**config.mk**
```make
export PLATFORM = sky130hd
export DESIGN_NAME = tea_cbc_ctrl
export DESIGN_NICKNAME = d
export VERILOG_FILES = /design/src/rtl/tea_cbc_ctrl.sv
export SDC_FILE = /design/constraint.sdc
export NUM_CORES = 1
export LEC_CHECK = 0
export ABC_AREA = 1
export CORE_MARGIN = 5
export CORE_UTILIZATION = 30
export DETAILED_ROUTE_END_ITERATION = 12
export PLACE_DENSITY = 0.54
export SLEW_MARGIN = 5
export SYNTH_ARGS = -nofsm -noshare
export SYNTH_HDL_FRONTEND = slang
export SYNTH_SLANG_ARGS = --single-unit
```
**constraint.sdc**
```tcl
create_clock -name clk -period 3.2 [get_ports clk]
set_clock_uncertainty 0.15 [all_clocks]
set_input_delay 0.64 -clock clk [delete_from_list [all_inputs] [get_ports clk]]
set_output_delay 0.64 -clock clk [all_outputs]
set_load 0.02 [all_outputs]
```
**src/rtl/tea_cbc_ctrl.sv**
```systemverilog
`default_nettype none
`timescale 1ns/1ps
// +--------------------------------------------------------------------------+
// | Module      : tea_cbc_ctrl                                               |
// | Description : Block-at-a-time controller wrapping an external TEA core.  |
// |               Adds ECB/CBC chaining, valid/ready streaming on the input  |
// |               and result side, a WAIT watchdog and sticky error flags.   |
// | Revision    : 1.0 - initial release                                      |
// +--------------------------------------------------------------------------+
// | Ports                                                                    |
// |   clk, reset_n           : clock (rising edge), async active-low reset   |
// |   key_load, key_in       : load 128-bit key (IDLE only)                  |
// |   iv_load, iv_in         : load 64-bit chain value, sample cfg_mode and  |
// |   cfg_mode, cfg_cbc      :   cfg_cbc (0/1 = encrypt/decrypt, ECB/CBC)    |
// |   s_valid/s_ready/s_data : input block stream                            |
// |   m_valid/m_ready/m_data : result stream                                 |
// |   core_in/key/mode/write : registered drive to the TEA core              |
// |   core_out(_ready)       : TEA core result                               |
// |   busy                   : state is not IDLE                             |
// |   err_cmd, err_timeout   : sticky error flags (cleared by reset only)    |
// |   blk_count              : completed result handshakes, wraps at 16 bit  |
// +--------------------------------------------------------------------------+
module tea_cbc_ctrl #(
  parameter int ROUNDS  = 32,
  parameter int TIMEOUT = ROUNDS + 4
) (
  input  logic         clk,
  input  logic         reset_n,
  input  logic         key_load,
  input  logic [127:0] key_in,
  input  logic         iv_load,
  input  logic [63:0]  iv_in,
  input  logic         cfg_mode,
  input  logic         cfg_cbc,
  input  logic         s_valid,
  output logic         s_ready,
  input  logic [63:0]  s_data,
  output logic         m_valid,
  input  logic         m_ready,
  output logic [63:0]  m_data,
  output logic [63:0]  core_in,
  output logic [127:0] core_key,
  output logic         core_mode,
  output logic         core_write,
  input  logic [63:0]  core_out,
  input  logic         core_out_ready,
  output logic         busy,
  output logic         err_cmd,
  output logic         err_timeout,
  output logic [15:0]  blk_count
);

  // WAIT counter covers 0 .. TIMEOUT-1
  localparam int              c_TW      = (TIMEOUT < 2) ? 1 : $clog2(TIMEOUT);
  localparam logic [c_TW-1:0] c_TO_LAST = c_TW'(TIMEOUT - 1);

  localparam logic [1:0] c_IDLE  = 2'd0;
  localparam logic [1:0] c_WRITE = 2'd1;
  localparam logic [1:0] c_WAIT  = 2'd2;
  localparam logic [1:0] c_OUT   = 2'd3;

  logic [1:0]      state_q, state_d;

  logic [127:0]    key_q, key_d;
  logic            key_valid_q, key_valid_d;
  logic [63:0]     chain_q, chain_d;
  logic            mode_q, mode_d;
  logic            cbc_q, cbc_d;
  logic [63:0]     blk_q, blk_d;
  logic [63:0]     core_in_q, core_in_d;
  logic [127:0]    core_key_q, core_key_d;
  logic            core_mode_q, core_mode_d;
  logic [63:0]     m_data_q, m_data_d;
  logic [c_TW-1:0] wait_cnt_q, wait_cnt_d;
  logic [15:0]     blk_count_q, blk_count_d;
  logic            err_cmd_q, err_cmd_d;
  logic            err_timeout_q, err_timeout_d;

  logic            w_s_ready;
  logic            w_accept;
  logic            w_core_done;
  logic            w_timeout;
  logic            w_leave_wait;
  logic            w_m_fire;

  // Any config load in the same cycle blocks acceptance so the new key/IV
  // is guaranteed to be in place for the block that follows it.
  assign w_s_ready    = (state_q == c_IDLE) && key_valid_q && !key_load && !iv_load;
  assign w_accept     = s_valid && w_s_ready;
  // core_out_ready is only meaningful in WAIT; during WRITE it still
  // reflects the previous block.
  assign w_core_done  = (state_q == c_WAIT) && core_out_ready;
  assign w_timeout    = (state_q == c_WAIT) && !core_out_ready && (wait_cnt_q == c_TO_LAST);
  assign w_leave_wait = w_core_done || w_timeout;
  assign w_m_fire     = (state_q == c_OUT) && m_ready;

  // ---------------------------------------------------------------- FSM --
  always_ff @(posedge clk or negedge reset_n) begin
    if (!reset_n) begin
      state_q <= c_IDLE;
    end else begin
      state_q <= state_d;
    end
  end

  always_comb begin
    state_d = state_q;
    case (state_q)
      c_IDLE:  if (w_accept)     state_d = c_WRITE;
      c_WRITE:                   state_d = c_WAIT;
      c_WAIT:  if (w_leave_wait) state_d = c_OUT;
      c_OUT:   if (m_ready)      state_d = c_IDLE;
      default:                   state_d = c_IDLE;
    endcase
  end

  always_comb begin
    s_ready    = w_s_ready;
    m_valid    = (state_q == c_OUT);
    core_write = (state_q == c_WRITE);
    busy       = (state_q != c_IDLE);
  end

  // ----------------------------------------------------------- datapath --
  always_comb begin
    key_d         = key_q;
    key_valid_d   = key_valid_q;
    chain_d       = chain_q;
    mode_d        = mode_q;
    cbc_d         = cbc_q;
    blk_d         = blk_q;
    core_in_d     = core_in_q;
    core_key_d    = core_key_q;
    core_mode_d   = core_mode_q;
    m_data_d      = m_data_q;
    wait_cnt_d    = wait_cnt_q;
    blk_count_d   = blk_count_q;
    err_cmd_d     = err_cmd_q;
    err_timeout_d = err_timeout_q;

    // Configuration: honoured in IDLE, flagged and dropped elsewhere.
    if (state_q == c_IDLE) begin
      if (key_load) begin
        key_d       = key_in;
        key_valid_d = 1'b1;
      end
      if (iv_load) begin
        chain_d = iv_in;
        mode_d  = cfg_mode;
        cbc_d   = cfg_cbc;
      end
    end else if (key_load || iv_load) begin
      err_cmd_d = 1'b1;
    end

    // Snapshot everything the core needs so it stays stable through WAIT.
    if (w_accept) begin
      blk_d       = s_data;
      core_in_d   = (!mode_q && cbc_q) ? (s_data ^ chain_q) : s_data;
      core_key_d  = key_q;
      core_mode_d = mode_q;
      wait_cnt_d  = '0;
    end

    if ((state_q == c_WAIT) && !w_leave_wait) begin
      wait_cnt_d = wait_cnt_q + c_TW'(1);
    end

    if (w_core_done) begin
      m_data_d = (mode_q && cbc_q) ? (core_out ^ chain_q) : core_out;
    end

    if (w_timeout) begin
      m_data_d      = '0;
      err_timeout_d = 1'b1;
    end

    // Encrypt chains on ciphertext (core output); decrypt chains on the
    // ciphertext that was fed in (held in blk).
    if (w_leave_wait && cbc_q) begin
      chain_d = mode_q ? blk_q : core_out;
    end

    if (w_m_fire) begin
      blk_count_d = blk_count_q + 16'd1;
    end
  end

  always_ff @(posedge clk or negedge reset_n) begin
    if (!reset_n) begin
      key_q         <= '0;
      key_valid_q   <= 1'b0;
      chain_q       <= '0;
      mode_q        <= 1'b0;
      cbc_q         <= 1'b0;
      blk_q         <= '0;
      core_in_q     <= '0;
      core_key_q    <= '0;
      core_mode_q   <= 1'b0;
      m_data_q      <= '0;
      wait_cnt_q    <= '0;
      blk_count_q   <= '0;
      err_cmd_q     <= 1'b0;
      err_timeout_q <= 1'b0;
    end else begin
      key_q         <= key_d;
      key_valid_q   <= key_valid_d;
      chain_q       <= chain_d;
      mode_q        <= mode_d;
      cbc_q         <= cbc_d;
      blk_q         <= blk_d;
      core_in_q     <= core_in_d;
      core_key_q    <= core_key_d;
      core_mode_q   <= core_mode_d;
      m_data_q      <= m_data_d;
      wait_cnt_q    <= wait_cnt_d;
      blk_count_q   <= blk_count_d;
      err_cmd_q     <= err_cmd_d;
      err_timeout_q <= err_timeout_d;
    end
  end

  assign m_data      = m_data_q;
  assign core_in     = core_in_q;
  assign core_key    = core_key_q;
  assign core_mode   = core_mode_q;
  assign blk_count   = blk_count_q;
  assign err_cmd     = err_cmd_q;
  assign err_timeout = err_timeout_q;

endmodule
`default_nettype wire

```
==> results.py <==
metrics = {
    "critical_path": {
        "crit_path_end_kind": "output port",
        "sequence_of_cells_on_the_critical_path": "inv_1 > ha_1 > nand2_1 > nor3_1 > clkdlybuf4s50_1",
        "cp-start-kind": "register",
        "path_max_fanout": 4,
        "reg2reg_depth": 11,
        "worstPathRequired_ps": 2410,
        "worst_path_largest_cell_delay_ps": 630,
        "worstPathArrival_ps": 2290,
        "crit_path_slowest_cell": "sky130_fd_sc_hd__clkdlybuf4s50_1",
        "timing.setup.critical_path_class": "register to output port",
    },
    "synthesis": {
        "synth_top_cells_by_count": "542 x sky130_fd_sc_hd__dfrtp_1, 536 x sky130_fd_sc_hd__nand2_1, 266 x sky130_fd_sc_hd__nand3_1",
        "count_of_flip_flops_with_a_built_in_enable_after_synthesis": 0,
        "ys_seq_elements": 542,
        "yosysWarnings": 0,
        "synthesis.nets": 2857,
        "postSynthAreaPerCell_um2": 9.51,
        "netlist_area_um2": 24000,
        "synth_top_area_share_pct": 56.5,
        "synthesis.instances": 2522,
        "asyncSetResetFlopFracSynth_pct": 100,
        "netlist.top_cell.by_area": "sky130_fd_sc_hd__dfrtp_1",
        "synthDistinctLibCells": 31,
        "synth_flop_cell": "sky130_fd_sc_hd__dfrtp_1",
        "synth.most_common_cell": "sky130_fd_sc_hd__dfrtp_1",
        "synth_top_cells_by_area": "sky130_fd_sc_hd__dfrtp_1 57%, sky130_fd_sc_hd__nand2_1 8.4%, sky130_fd_sc_hd__nand3_1 5.5%",
        "yosysSeqAreaShare_pct": 56.5,
    },
    "die": {
        "pin_count": 608,
        "design.core.area_um2": 79100,
        "floorplan.die_area_um2": 85700,
        "dieHeight_um": 293,
        "std_cell_rows": 103,
        "die_w_um": 293,
        "floorplan.initialDensity_pct": 30.3,
    },
    "route": {
        "route.final.wire_length_um": 80500,
        "routed.top_layer": "met5",
        "detail_route.first_pass.iterations": 5,
        "avgRoutedWirePerCell_um": 19.2,
        "wl_met3_um": 8420,
        "routed-wl-met2_um": 36400,
        "antenna_violating_nets_post_route": 0,
        "m1WireLength_um": 33900,
        "drt_first_iter_violations": 1087,
        "drc": 0,
        "drt-vias-per-instance": 4.64,
        "dr_total_vias": 19500,
    },
    "power_and_ir_drop": {
        "switching_share_of_total_power_pct": 37.8,
        "p_clk_share_pct": 22.3,
        "cellInternalPower_mw": 20.3,
        "irDropWorstVdd_v": 0.000739,
        "power_leakage_nw": 15.5,
        "seqPwrFrac_pct": 36.4,
        "power_density_nw_per_um2": 978,
        "power.combinational.fraction_pct": 41.3,
        "switchingPower_mw": 12.3,
    },
    "cts": {
        "tritoncts": "done",
        "cts_max_path_buffers": 3,
        "clockRootBuffer": "sky130_fd_sc_hd__clkbuf_16",
        "clkSinkCount": 542,
        "clock_tree.htree_level_count": 2,
        "cts_setup_buffers": 0,
        "cts_inserted_buffers": 60,
        "clk_latency_ps": 620,
        "cts.clk_slew.worst_paths_ps": 60,
    },
    "hold_path": {
        "depth_of_the_worst_hold_timing_path": 2,
        "hp-class": "register to register",
    },
    "placement": {
        "dpl-instance-area_um2": 31200,
        "place_hpwl_um": 56300,
        "dp_slack_ps": 248,
        "portBuffers": 607,
        "placed_cells_incl_taps": 4083,
        "gpl.final_weighted_congestion": 0.805,
    },
    "global_route": {
        "track_usage_pct": 18.3,
        "grt_first_pass_wirelength_um": 123000,
        "first_global_vias": 19800,
        "grt_start_max_net_pins": 97,
        "overflow": 0,
        "grt_antenna_before_repair": 22,
    },
    "layout": {
        "post_layout_nonfiller_instances": 4202,
        "layout.filler_cells": 7803,
        "final_cell_area_um2": 33400,
        "syn_to_final_growth_pct": 39.1,
        "layout-drive-gt1-share_pct": 8.30,
        "nNetsFinal": 3431,
    },
    "sta": {
        "final.min_clock_period_ps": 3080,
        "slew-limit-headroom_pct": 36.5,
        "tightestPinTransition_ps": 952,
        "setup_viol": 0,
        "report.final.slew_viol_count": 0,
        "max_clock_freq_mhz": 325,
        "crit_share_post_route_pct": 96.1,
        "setup_ws_ps": 125,
        "final.setup.tns_ps": 0,
        "finalHoldViolations": 0,
        "rsz0062_at_grt": "false",
    },
    "run_status": {
        "outcome": "complete, no violations",
    },
    "job": {
        "drv_cap": 0,
    },
}
## final timing paths
check | startpoint | to | slack (ps)
worst max-delay path | state_q[1]$_DFFE_PN0P_ | s_ready | 120
worst min-delay path | err_timeout$_DFFE_PN0P_ | err_timeout$_DFFE_PN0P_ | 320
min in group asynchronous | reset_n | key_q[99]$_DFFE_PN0P_ | 420
max in group asynchronous | reset_n | wait_cnt_q[1]$_DFFE_PN0P_ | 1520
worst max register to register | state_q[0]$_DFFE_PN0P_ | chain_q[12]$_DFFE_PN0P_ | 650
worst min register to register | err_timeout$_DFFE_PN0P_ | err_timeout$_DFFE_PN0P_ | 320
## final cells by class
cell class / instances / area, µm² / share of cell area (%)
sequential: 542 / 13600 / 40.7
multi-input combinational: 1608 / 8810 / 26.4
timing repair buffer: 665 / 6750 / 20.2
clock buffer: 93 / 1840 / 5.50
tap: 1050 / 1310 / 3.94
inverter: 219 / 822 / 2.46
clock inverter: 17 / 244 / 0.731
antenna: 8 / 20.0 / 0.0600
## worst max-delay path, delay by kind of cell, from the launching register on
kind / cells / cell delay, ps
adders and majority gates: 1 / 240
and+or+nand+nor: 2 / 300
DFF: 1 / 410
buffers and inverters: 2 / 720
## cell usage in the layout, fill, tap and decap left out, types with 2 or more instances in the layout
cell type | Yosys | layout
sky130_fd_sc_hd__dfrtp_1 | 542 | 540
sky130_fd_sc_hd__clkinv_2 | 0 | 8
sky130_fd_sc_hd__dfrtp_2 | 0 | 2
sky130_fd_sc_hd__nand2_4 | 0 | 6
sky130_fd_sc_hd__xnor2_1 | 6 | 6
sky130_fd_sc_hd__nor2_1 | 116 | 116
sky130_fd_sc_hd__buf_12 | 0 | 18
sky130_fd_sc_hd__nand3b_1 | 2 | 2
sky130_fd_sc_hd__buf_4 | 2 | 39
sky130_fd_sc_hd__nor3_1 | 5 | 5
sky130_fd_sc_hd__a21oi_1 | 166 | 166
sky130_fd_sc_hd__ha_1 | 6 | 6
sky130_fd_sc_hd__nand3_1 | 266 | 266
sky130_fd_sc_hd__clkdlybuf4s50_1 | 0 | 605
sky130_fd_sc_hd__bufinv_16 | 0 | 5
sky130_fd_sc_hd__clkbuf_8 | 0 | 21
sky130_fd_sc_hd__inv_1 | 216 | 216
sky130_fd_sc_hd__mux2_1 | 96 | 96
sky130_fd_sc_hd__clkbuf_1 | 44 | 12
sky130_fd_sc_hd__diode_2 | 0 | 8
sky130_fd_sc_hd__mux2_2 | 88 | 88
sky130_fd_sc_hd__nand4_1 | 3 | 3
sky130_fd_sc_hd__o21ai_1 | 37 | 37
sky130_fd_sc_hd__xor2_1 | 71 | 71
sky130_fd_sc_hd__o21ai_0 | 198 | 198
sky130_fd_sc_hd__inv_2 | 3 | 3
sky130_fd_sc_hd__clkbuf_16 | 0 | 60
sky130_fd_sc_hd__nand2_1 | 536 | 531
sky130_fd_sc_hd__inv_6 | 0 | 2
sky130_fd_sc_hd__o21bai_1 | 3 | 3
## power by group through the flow
| stage | combinational (mW) | clock [mW] | sequential (mW) |
|---|---|---|---|
| 2_1_floorplan | 5.62 | 0 | 13.5 |
| 3_3_place_gp | 13.5 | 0 | 12.0 |
| 3_5_place_dp | 13.7 | 0 | 12.0 |
| 4_1_cts | 13.7 | 7.51 | 11.9 |
| 5_1_grt | 14.8 | 7.76 | 12.3 |
| 6_report | 13.5 | 7.28 | 11.9 |
## kinds of logic after synthesis
| logic type | share of synthesized area, % |
|---|---|
| AND/OR/NAND/NOR | 16.2 |
| buffers and inverters | 6.91 |
| XOR/XNOR | 2.81 |
| AO/OA/AOI/OAI | 8.52 |
| adder cells (fa/ha/maj) | 0.313 |
| multiplexers | 8.68 |
| flip-flops | 56.5 |
## metrics by stage
step                hold WS, ps  util, %  power, mW
global placement            309     39.5       25.5
detailed placement          312     39.5       25.7
CTS                         331     42.1       33.2
finish                      324     42.2       32.6
global route                349     42.1       34.9
floorplan                   194        -       19.1
## per-layer routing
layer	global-route usage (%)	up-vias
met1	23.5	9335
met3	7.61	119
li1	-	9382
met2	29.0	639
met4	3.99	22
met5	0	-
## state kept, by name (all words and copies together) (netlist names), 2 cells and up
register    count
state_q         2
blk_q          64
m_data         64
blk_count      16
key_q         128
core_in        64
core_key      128
chain_q        64
wait_cnt_q      6
## what timing repair did
item	in CTS	in global routing
endpoints found under the setup margin	0	1
gates resized for setup	0	1
endpoints found under the hold margin	48	0
hold buffers	1	0
No activity file was read; power rests on OpenSTA's default activity.
